<file path="config.mk">
export PLATFORM = sky130hd
export DESIGN_NAME = v810_exc_ctrl
export DESIGN_NICKNAME = d
export VERILOG_FILES = /design/src/rtl/v810_exc_ctrl.sv
export SDC_FILE = /design/constraint.sdc
export NUM_CORES = 1
export LEC_CHECK = 0
export CORE_ASPECT_RATIO = 0.6
export CORE_MARGIN = 8
export CORE_UTILIZATION = 35
export DETAILED_ROUTE_END_ITERATION = 16
export DONT_BUFFER_PORTS = 1
export PLACE_DENSITY = 0.51
export SLEW_MARGIN = 20
export SYNTH_ARGS = -nofsm -noshare
export SYNTH_HDL_FRONTEND = slang
export SYNTH_SLANG_ARGS = --single-unit
</file>
<file path="constraint.sdc">
create_clock -name CLK -period 14.4 [get_ports CLK]
set_clock_uncertainty 0.1 [all_clocks]
set_input_delay 2.16 -clock CLK [delete_from_list [all_inputs] [get_ports CLK]]
set_output_delay 2.16 -clock CLK [all_outputs]
set_load 0.02 [all_outputs]
</file>
<file path="src/rtl/v810_exc_ctrl.sv">
// V810 exception/interrupt sequencer: arbitrates exception, NMI, IRQ and RETI,
// commits the system-register save/restore and serves LDSR/STSR.
package v810_exc_pkg;

  typedef enum logic [4:0] {
    SR_EIPC  = 5'd0,
    SR_EIPSW = 5'd1,
    SR_FEPC  = 5'd2,
    SR_FEPSW = 5'd3,
    SR_ECR   = 5'd4,
    SR_PSW   = 5'd5,
    SR_PIR   = 5'd6,
    SR_TKCW  = 5'd7,
    SR_CHCW  = 5'd24,
    SR_ADTRE = 5'd25
  } sr_sel_t;

  typedef struct packed {
    logic [11:0] rfu20;
    logic [3:0]  i;
    logic        np;
    logic        ep;
    logic        ae;
    logic        id;
    logic [1:0]  rfu10;
    logic        fro;
    logic        fiv;
    logic        fzd;
    logic        fov;
    logic        fud;
    logic        fpr;
    logic        cy;
    logic        ov;
    logic        s;
    logic        z;
  } psw_t;

  typedef struct packed {
    logic cy;
    logic ov;
    logic s;
    logic z;
  } aluflags_t;

  typedef struct packed {
    logic [15:0] fecc;
    logic [15:0] eicc;
  } ecr_t;

endpackage

module v810_exc_ctrl
  import v810_exc_pkg::*;
#(
  parameter logic [15:0] PIR_VALUE  = 16'h8100,
  parameter logic [31:0] TKCW_VALUE = 32'h000000E0
) (
  input  logic        CLK,
  input  logic        RESET,
  input  logic [31:0] pc_in,
  input  logic        exc_req,
  input  logic [15:0] exc_code,
  output logic        exc_ack,
  input  logic        nmi_req,
  output logic        nmi_ack,
  input  logic        irq_req,
  input  logic [3:0]  irq_level,
  output logic        irq_ack,
  input  logic        reti_req,
  output logic        reti_ack,
  output logic        redirect,
  output logic [31:0] redirect_pc,
  output logic        busy,
  output logic        halt,
  output logic [15:0] fatal_code,
  input  logic [4:0]  sr_sel,
  input  logic        sr_we,
  input  logic [31:0] sr_wdata,
  output logic [31:0] sr_rdata,
  input  logic        fl_we,
  input  logic [3:0]  fl_in,
  output logic [31:0] psw
);

  typedef enum logic [2:0] {RSTV, IDLE, SAVE, VEC, FATAL} state_t;
  typedef enum logic [1:0] {K_EXC, K_NMI, K_IRQ, K_RETI} kind_t;

  state_t      state;
  kind_t       kind_q;
  psw_t        psw_q, eipsw_q, fepsw_q;
  ecr_t        ecr_q;
  logic [31:0] eipc_q, fepc_q, adtre_q, pc_q, target_q;
  logic [15:0] code_q, fatal_code_q;
  logic [3:0]  level_q;

  logic        idle, nmi_ok, irq_ok, accept;
  logic [15:0] irq_cc;
  logic [3:0]  irq_i;
  aluflags_t   fl;

  function automatic psw_t clean_psw(input logic [31:0] v);
    psw_t p;
    p       = psw_t'(v);
    p.rfu20 = '0;
    p.rfu10 = '0;
    return p;
  endfunction

  assign idle   = (state == IDLE);
  assign fl     = aluflags_t'(fl_in);
  assign irq_cc = {8'hFE, level_q, 4'h0};
  assign irq_i  = (level_q == 4'hF) ? 4'hF : 4'(level_q + 4'd1);

  // Winner is the highest-priority request that is currently eligible
  always_comb begin
    nmi_ok   = nmi_req && !psw_q.np;
    irq_ok   = irq_req && !psw_q.np && !psw_q.ep && !psw_q.id && (irq_level >= psw_q.i);
    exc_ack  = idle && exc_req;
    nmi_ack  = idle && !exc_req && nmi_ok;
    irq_ack  = idle && !exc_req && !nmi_ok && irq_ok;
    reti_ack = idle && !exc_req && !nmi_ok && !irq_ok && reti_req;
    accept   = exc_ack || nmi_ack || irq_ack || reti_ack;
  end

  always_comb begin
    sr_rdata = '0;
    case (sr_sel_t'(sr_sel))
      SR_EIPC:  sr_rdata = eipc_q;
      SR_EIPSW: sr_rdata = eipsw_q;
      SR_FEPC:  sr_rdata = fepc_q;
      SR_FEPSW: sr_rdata = fepsw_q;
      SR_ECR:   sr_rdata = ecr_q;
      SR_PSW:   sr_rdata = psw_q;
      SR_PIR:   sr_rdata = {16'h0000, PIR_VALUE};
      SR_TKCW:  sr_rdata = TKCW_VALUE;
      SR_ADTRE: sr_rdata = adtre_q;
      default:  sr_rdata = '0;
    endcase
  end

  always_ff @(posedge CLK or posedge RESET) begin
    if (RESET) begin
      state        <= RSTV;
      kind_q       <= K_EXC;
      psw_q        <= psw_t'(32'h0000_8000);
      eipsw_q      <= '0;
      fepsw_q      <= '0;
      ecr_q        <= ecr_t'(32'h0000_FFF0);
      eipc_q       <= '0;
      fepc_q       <= '0;
      adtre_q      <= '0;
      pc_q         <= '0;
      target_q     <= '0;
      code_q       <= '0;
      fatal_code_q <= '0;
      level_q      <= '0;
    end else begin
      case (state)
        RSTV: state <= IDLE;
        IDLE: begin
          if (accept) begin
            pc_q    <= pc_in;
            code_q  <= exc_code;
            level_q <= irq_level;
            kind_q  <= exc_ack ? K_EXC : nmi_ack ? K_NMI : irq_ack ? K_IRQ : K_RETI;
            if (exc_ack && psw_q.np) begin
              fatal_code_q <= exc_code;
              state        <= FATAL;
            end else begin
              state <= SAVE;
            end
          end else begin
            // Explicit LDSR to PSW overrides a same-cycle flag update
            if (fl_we && !(sr_we && sr_sel_t'(sr_sel) == SR_PSW)) begin
              psw_q.cy <= fl.cy;
              psw_q.ov <= fl.ov;
              psw_q.s  <= fl.s;
              psw_q.z  <= fl.z;
            end
            if (sr_we) begin
              case (sr_sel_t'(sr_sel))
                SR_EIPC:  eipc_q  <= sr_wdata;
                SR_EIPSW: eipsw_q <= clean_psw(sr_wdata);
                SR_FEPC:  fepc_q  <= sr_wdata;
                SR_FEPSW: fepsw_q <= clean_psw(sr_wdata);
                SR_PSW:   psw_q   <= clean_psw(sr_wdata);
                SR_ADTRE: adtre_q <= sr_wdata;
                default:  ;
              endcase
            end
          end
        end
        SAVE: begin
          state <= VEC;
          case (kind_q)
            K_IRQ: begin
              eipc_q     <= pc_q;
              eipsw_q    <= psw_q;
              ecr_q.eicc <= irq_cc;
              psw_q.ep   <= 1'b1;
              psw_q.id   <= 1'b1;
              psw_q.ae   <= 1'b0;
              psw_q.i    <= irq_i;
              target_q   <= {16'hFFFF, irq_cc};
            end
            K_EXC: begin
              if (!psw_q.ep) begin
                eipc_q     <= pc_q;
                eipsw_q    <= psw_q;
                ecr_q.eicc <= code_q;
                psw_q.ep   <= 1'b1;
                target_q   <= {16'hFFFF, code_q[15:4], 4'h0};
              end else begin
                fepc_q     <= pc_q;
                fepsw_q    <= psw_q;
                ecr_q.fecc <= code_q;
                psw_q.np   <= 1'b1;
                target_q   <= 32'hFFFF_FFD0;
              end
              psw_q.id <= 1'b1;
              psw_q.ae <= 1'b0;
            end
            K_NMI: begin
              fepc_q     <= pc_q;
              fepsw_q    <= psw_q;
              ecr_q.fecc <= 16'hFFD0;
              psw_q.np   <= 1'b1;
              psw_q.id   <= 1'b1;
              psw_q.ae   <= 1'b0;
              target_q   <= 32'hFFFF_FFD0;
            end
            default: begin
              if (psw_q.np) begin
                psw_q    <= fepsw_q;
                target_q <= fepc_q;
              end else begin
                psw_q    <= eipsw_q;
                target_q <= eipc_q;
              end
            end
          endcase
        end
        VEC:     state <= IDLE;
        FATAL:   state <= FATAL;
        default: state <= IDLE;
      endcase
    end
  end

  assign redirect    = ((state == RSTV) && !RESET) || (state == VEC);
  assign redirect_pc = (state == RSTV) ? 32'hFFFF_FFF0 : target_q;
  assign busy        = (state != IDLE);
  assign halt        = (state == FATAL);
  assign fatal_code  = fatal_code_q;
  assign psw         = psw_q;

endmodule
</file>
==> results of run 1 <==
-- cell families (layout without fill, tap and decap cells) --
logic type | count (synthesis) | after routing | synth area share
AOI/OAI and AO/OA | 250 | 250 | 0.105
adders and majority gates | 5 | 5 | 0.00385
buffers and inverters | 149 | 138 | 0.0392
DFF | 329 | 329 | 0.507
muxes | 341 | 341 | 0.229
other | 0 | 5 | 0
and+or+nand+nor | 424 | 424 | 0.116
-- layout make-up --
type	instances	area, µm²	share of cell area
Timing Repair Buffer	27	206	0.0114
Multi-Input combinational cell	1020	7450	0.412
Clock inverter	8	72.6	0.00401
Inverter	45	176	0.00976
Clock buffer	58	1120	0.0622
Antenna cell	5	12.5	0.000692
Sequential cell	329	8250	0.456
Tap cell	630	788	0.0436
-- metal layers --
metal  GRT usage  up-vias  routed length, µm
li1            -     5251                  -
met1       0.314     6160              27600
met2       0.293      500              23700
met3      0.0819       95               6540
met4      0.0660        4               1660
met5           0        -                 27
-- worst max path at each step --
stage	endpoint	slack, ns	cells past startpoint
after floorplan	adtre_q[0]$_DFFE_PP0P_	3.05	1
after CTS	sr_rdata[16]	7.64	5
after detailed placement	sr_rdata[16]	7.65	5
after global placement	sr_rdata[17]	7.65	5
after global routing	sr_rdata[16]	7.54	5
final	sr_rdata[16]	7.62	5
-- sequential cells by signal, summed over array words and instances (netlist names), 3 cells and up --
name	count
level_q	4
pc_q	32
psw	32
fepsw_q	32
adtre_q	32
ecr_q	32
eipsw_q	32
eipc_q	32
code_q	16
fepc_q	32
fatal_code	16
target_q	32
state	3
-- cell usage in the layout, fill, tap and decap left out, types with 4 or more instances in the layout --
cell,n
nor2_1,79
nor3b_1,4
o21ai_0,60
o22ai_1,20
nand2b_1,4
o31ai_1,5
a222oi_1,13
mux2_1,43
buf_4,26
clkbuf_8,12
ha_1,5
a221oi_1,5
dfstp_2,12
a21oi_4,4
inv_1,43
nand3_1,36
nor2b_1,9
o2bb2ai_1,6
a22o_1,9
mux2i_1,91
dfrtp_1,316
a31oi_1,27
clkinv_2,5
diode_2,5
nor3_1,5
or3_1,4
clkbuf_1,9
nand2_1,227
o211ai_1,4
or2_2,30
a22oi_1,61
clkbuf_16,37
a21oi_1,23
mux2_2,207
-- worst register-to-register path: cells and delay by family, from the launching register on --
family,cells,cell delay [ns]
flip-flops,1,0.71
AND/OR/NAND/NOR,2,1.40
multiplexers,1,0.42
buffers and inverters,2,0.79
AO/OA/AOI/OAI,1,0.39
-- power groups by stage --
stage | clock network, mW | registers, mW | logic [mW]
after floorplan | 0 | 1.62 | 1.24
after global placement | 0 | 1.86 | 1.55
after detailed placement | 0 | 1.87 | 1.57
after CTS | 0.969 | 1.85 | 1.58
after global routing | 1.01 | 1.91 | 1.71
final | 0.948 | 1.86 | 1.57
==> results.json, run 1 <==
{
  "crit_family": "simple AND/OR/NAND/NOR gates",
  "row_count": 61,
  "syn_inst": 1498,
  "seq_power_share": 0.425,
  "switching_share": 0.416,
  "die_w_um": 294,
  "grt_pass1_vias": 12000,
  "synth_commonest_cells": "316 x dfrtp_1, 227 x nand2_1, 207 x mux2_2",
  "drt-initial-drc-count": 1253,
  "cts_hold_buf": 0,
  "avgViaCountPerCell": 5.66,
  "yosysTopAreaCell": "dfrtp_1",
  "coreArea_um2": 46100,
  "antenna_found_initial": 5,
  "internal_power_mw": 2.56,
  "vias": 12000,
  "synth_most_common_cell": "dfrtp_1",
  "start_util": 0.353,
  "crit_buf_inv": 1,
  "path_cells": "nor3_4 -> and3_1 -> buf_4 -> a22oi_1 -> nand3_1",
  "place_ws_ns": 7.65,
  "peakVddDrop_mv": 0.115,
  "layout.cells.non_filler": 2122,
  "fin_area_um2": 18100,
  "r2r_start": "psw[15]$_DFFE_PP1P_",
  "holdPathEnd": "target_q[0]$_DFFE_PP0P_",
  "outcome": "complete, no violations",
  "gp_congestion": 0.846,
  "clkTransAtPathRegs_ns": 0.06,
  "timing.final.crit_period_ns": 6.78,
  "p_leak_nw": 7.66,
  "cp.arrival_ns": 4.52,
  "syn2layout_area_growth_pct": 11.2,
  "fin_util": 0.392,
  "postSynthAreaPerCell_um2": 10.9,
  "r2r-end": "code_q[13]$_DFFE_PP0P_",
  "slew_violations": 0,
  "fin_ws_ns": 7.62,
  "rsz0062_at_grt": "false",
  "n_fill_cell": 4539,
  "clkPwrFrac": 0.216,
  "synth_cell_types": 60,
  "p_comb_frac": 0.359,
  "whs_ns": 0.375,
  "tightest_slew_ns": 1.25,
  "p_sw_mw": 1.82,
  "critical_path.startpoint": "sr_sel[2]",
  "period_share": 0.471,
  "grt.overflow.total": 0,
  "cts_buffers": 36,
  "min_path_cells": 2,
  "finalSetupViolCount": 0,
  "holdCritStartpoint": "target_q[0]$_DFFE_PP0P_",
  "crit_slowest_cell": "and3_1",
  "track_usage": 0.216,
  "synth-seq-area-share": 0.507,
  "cts_sinks": 329,
  "regToRegSetupSlack_ns": 10.45,
  "synth-async-reset-ratio": 1.00,
  "dpl_cell_area_um2": 16900,
  "cts_buffer_depth": 3,
  "synth_top_area_frac": 0.486,
  "cts_root_buffer": "clkbuf_16",
  "syn_area_um2": 16300,
  "ios": 220,
  "dieArea_um2": 53900,
  "grt_max_degree": 127,
  "cts_tree": "yes",
  "hold_viol": 0,
  "postCtsSetupBuffers": 0,
  "critPathMaxFanout": 19,
  "h-tree-depth": 2,
  "reg2reg_depth": 6,
  "insertion_delay_ns": 0.54,
  "dp.cells": 2051,
  "die_h_um": 183,
  "required_ns": 12.14,
  "slew_headroom": 0.165,
  "powerDensity_nw_per_um2": 242,
  "cts_resized": 0,
  "power_mw": 4.38,
  "nNetsFinal": 1565,
  "drive_above_1_share": 0.240,
  "drc": 0,
  "cp-start-kind": "input pin",
  "ys.flop_type": "dfrtp_1",
  "finalSetupTns_ns": 0,
  "ant_nets": 0,
  "dp_hpwl_um": 42000,
  "grt_first_pass_wirelength_um": 86800,
  "wire_per_inst_um": 28.0,
  "drtPass1Iterations": 8,
  "synth_edf_count": 0,
  "crit_path_end_kind": "output port",
  "cap_violations": 0,
  "hold_path.class": "reg2reg",
  "max_stage_delay_ns": 0.86,
  "yosysWarningCount": 0,
  "portBuffers": 0,
  "max_freq_mhz": 147,
  "wirelength_um": 59500,
  "worstSetupPathType": "in2out",
  "ys_ff_latch": 329,
  "syn_nets": 1604,
  "synth.area.top_cells": "dfrtp_1 49%, mux2_2 14%, mux2i_1 5.6%"
}
No activity file was read; power rests on OpenSTA's default activity.
==> run 2: changes to the inputs <==
==> constraint.sdc (replaced) <==
create_clock -name CLK -period 6.8 [get_ports CLK]
set_clock_uncertainty 0.1 [all_clocks]
set_input_delay 1.02 -clock CLK [delete_from_list [all_inputs] [get_ports CLK]]
set_output_delay 1.02 -clock CLK [all_outputs]
set_load 0.02 [all_outputs]
==> run 2 against run 1 <==
Final area shrank 0.32%. Total power grew 110%. Via count grew 0.55%. Routed wire length grew 0.12%. Critical path depth grew 1. Sequential power grew 110%. Largest cell class unchanged.
==> results.json, run 2 (synthesis results as in run 1) <==
{
  "cts_resized": 0,
  "track_usage": 0.215,
  "power_mw": 9.21,
  "portBuffers": 0,
  "timing.final.crit_period_ns": 4.52,
  "final_cell_mix": "316 x dfrtp_1, 227 x nand2_1, 207 x mux2_2, 91 x mux2i_1, 79 x nor2_1",
  "avgViaCountPerCell": 5.71,
  "slew_violations": 0,
  "hold_viol": 0,
  "powerDensity_nw_per_um2": 511,
  "wirelength_um": 59600,
  "finalSetupViolCount": 0,
  "worstSetupPathType": "in2out",
  "h-tree-depth": 2,
  "layout_commonest_cell": "dfrtp_1",
  "nNetsFinal": 1563,
  "max_freq_mhz": 221,
  "gp_congestion": 0.857,
  "place_ws_ns": 2.34,
  "cts_buffers": 36,
  "crit_path_end_kind": "output port",
  "ios": 220,
  "drive_above_1_share": 0.239,
  "tightest_slew_ns": 1.22,
  "wire_per_inst_um": 28.2,
  "fin_util": 0.391,
  "dp_hpwl_um": 42100,
  "grt.overflow.total": 0,
  "drt-initial-drc-count": 1378,
  "finalSetupTns_ns": 0,
  "cts_hold_buf": 0,
  "rsz0062_at_grt": "false",
  "die_w_um": 294,
  "coreArea_um2": 46100,
  "start_util": 0.353,
  "fin_ws_ns": 2.28,
  "grt_first_pass_wirelength_um": 86600,
  "insertion_delay_ns": 0.54,
  "critPathMaxFanout": 19,
  "dieArea_um2": 53900,
  "row_count": 61,
  "postCtsSetupBuffers": 0,
  "drc": 0,
  "n_fill_cell": 4556,
  "grt_max_degree": 158,
  "p_leak_nw": 7.62,
  "drtPass1Iterations": 6,
  "ant_nets": 0,
  "cp.arrival_ns": 3.40,
  "cts_tree": "yes",
  "peakVddDrop_mv": 0.267,
  "antenna_found_initial": 3,
  "die_h_um": 183,
  "cts_root_buffer": "clkbuf_16",
  "required_ns": 5.68,
  "clkTransAtPathRegs_ns": 0.06,
  "syn2layout_area_growth_pct": 10.8,
  "cp-start-kind": "input pin",
  "outcome": "complete, no violations",
  "hold_path.class": "in2async",
  "period_share": 0.664,
  "slew_headroom": 0.180,
  "vias": 12100,
  "cts_sinks": 329,
  "cap_violations": 0,
  "cts_buffer_depth": 3,
  "grt_pass1_vias": 11900
}
-- run 2: cell count changes in the layout (fill, tap and decap cells not counted), moves of 2 or more --
| cell | before | now |
|---|---|---|
| buf_12 | 0 | 2 |
| buf_4 | 26 | 23 |
| clkbuf_1 | 9 | 6 |
| clkbuf_8 | 12 | 6 |
| clkinv_2 | 5 | 7 |
| clkinvlp_4 | 0 | 3 |
| diode_2 | 5 | 2 |
-- run 2: per-layer routing --
| metal | track usage | share of wire |
|---|---|---|
| met3 | 0.0667 | 0.11 |
| met2 | 0.299 | 0.41 |
| met5 | 0 | 0 |
| met4 | 0.0507 | 0.025 |
| met1 | 0.321 | 0.46 |
-- run 2: power by group --
| group | internal (mW) | total, mW | switching (mW) |
|---|---|---|---|
| Combinational | 1.39 | 3.32 | 1.93 |
| Clock | 1.11 | 1.95 | 0.845 |
| Sequential | 2.85 | 3.94 | 1.09 |
| Total | 5.35 | 9.21 | 3.86 |
-- run 2: worst paths after layout --
| check | from | end | slack (ns) | cells after the start |
|---|---|---|---|---|
| max | sr_sel[3] | sr_rdata[19] | 2.28 | 6 |
| min | RESET | code_q[6]$_DFFE_PP0P_ | 0.29 | 1 |
| max reg2reg | psw[19]$_DFFE_PP0P_ | psw[20]$_DFFE_PP0P_ | 3.11 | 8 |
| min reg2reg | target_q[1]$_DFFE_PP0P_ | target_q[1]$_DFFE_PP0P_ | 0.38 | 2 |
| max in group asynchronous | RESET | fepc_q[10]$_DFFE_PP0P_ | 4.94 | 2 |
| min in group CLK | target_q[1]$_DFFE_PP0P_ | target_q[1]$_DFFE_PP0P_ | 0.38 | 2 |
-- run 2: final cells by class --
class	count	area, µm²	share of cell area
multi-input cells	1020	7450	0.413
clock buffers	49	1030	0.0572
inverters	45	173	0.00958
well taps	630	788	0.0437
flip-flops and latches	329	8250	0.458
clock inverters	14	115	0.00639
repair buffers	25	213	0.0118
diodes	2	5.00	0.000278
-- run 2: stage by stage --
| stage | hold slack, ns | instances | cell area [µm²] |
|---|---|---|---|
| floorplan | 0.341 | 1498 | 16300 |
| global placement | 0.363 | 2049 | 16900 |
| detailed placement | 0.366 | 2049 | 16900 |
| CTS | 0.292 | 2112 | 18000 |
| global route | 0.324 | 2112 | 18000 |
| finish | 0.292 | 2114 | 18000 |
-- run 2: critical path: stages --
cell and delay [ns]:
nor2_1 0.25, nand2_1 0.22, nor3_2 0.96, buf_4 0.47, a22oi_1 0.13, nand3_1 0.34
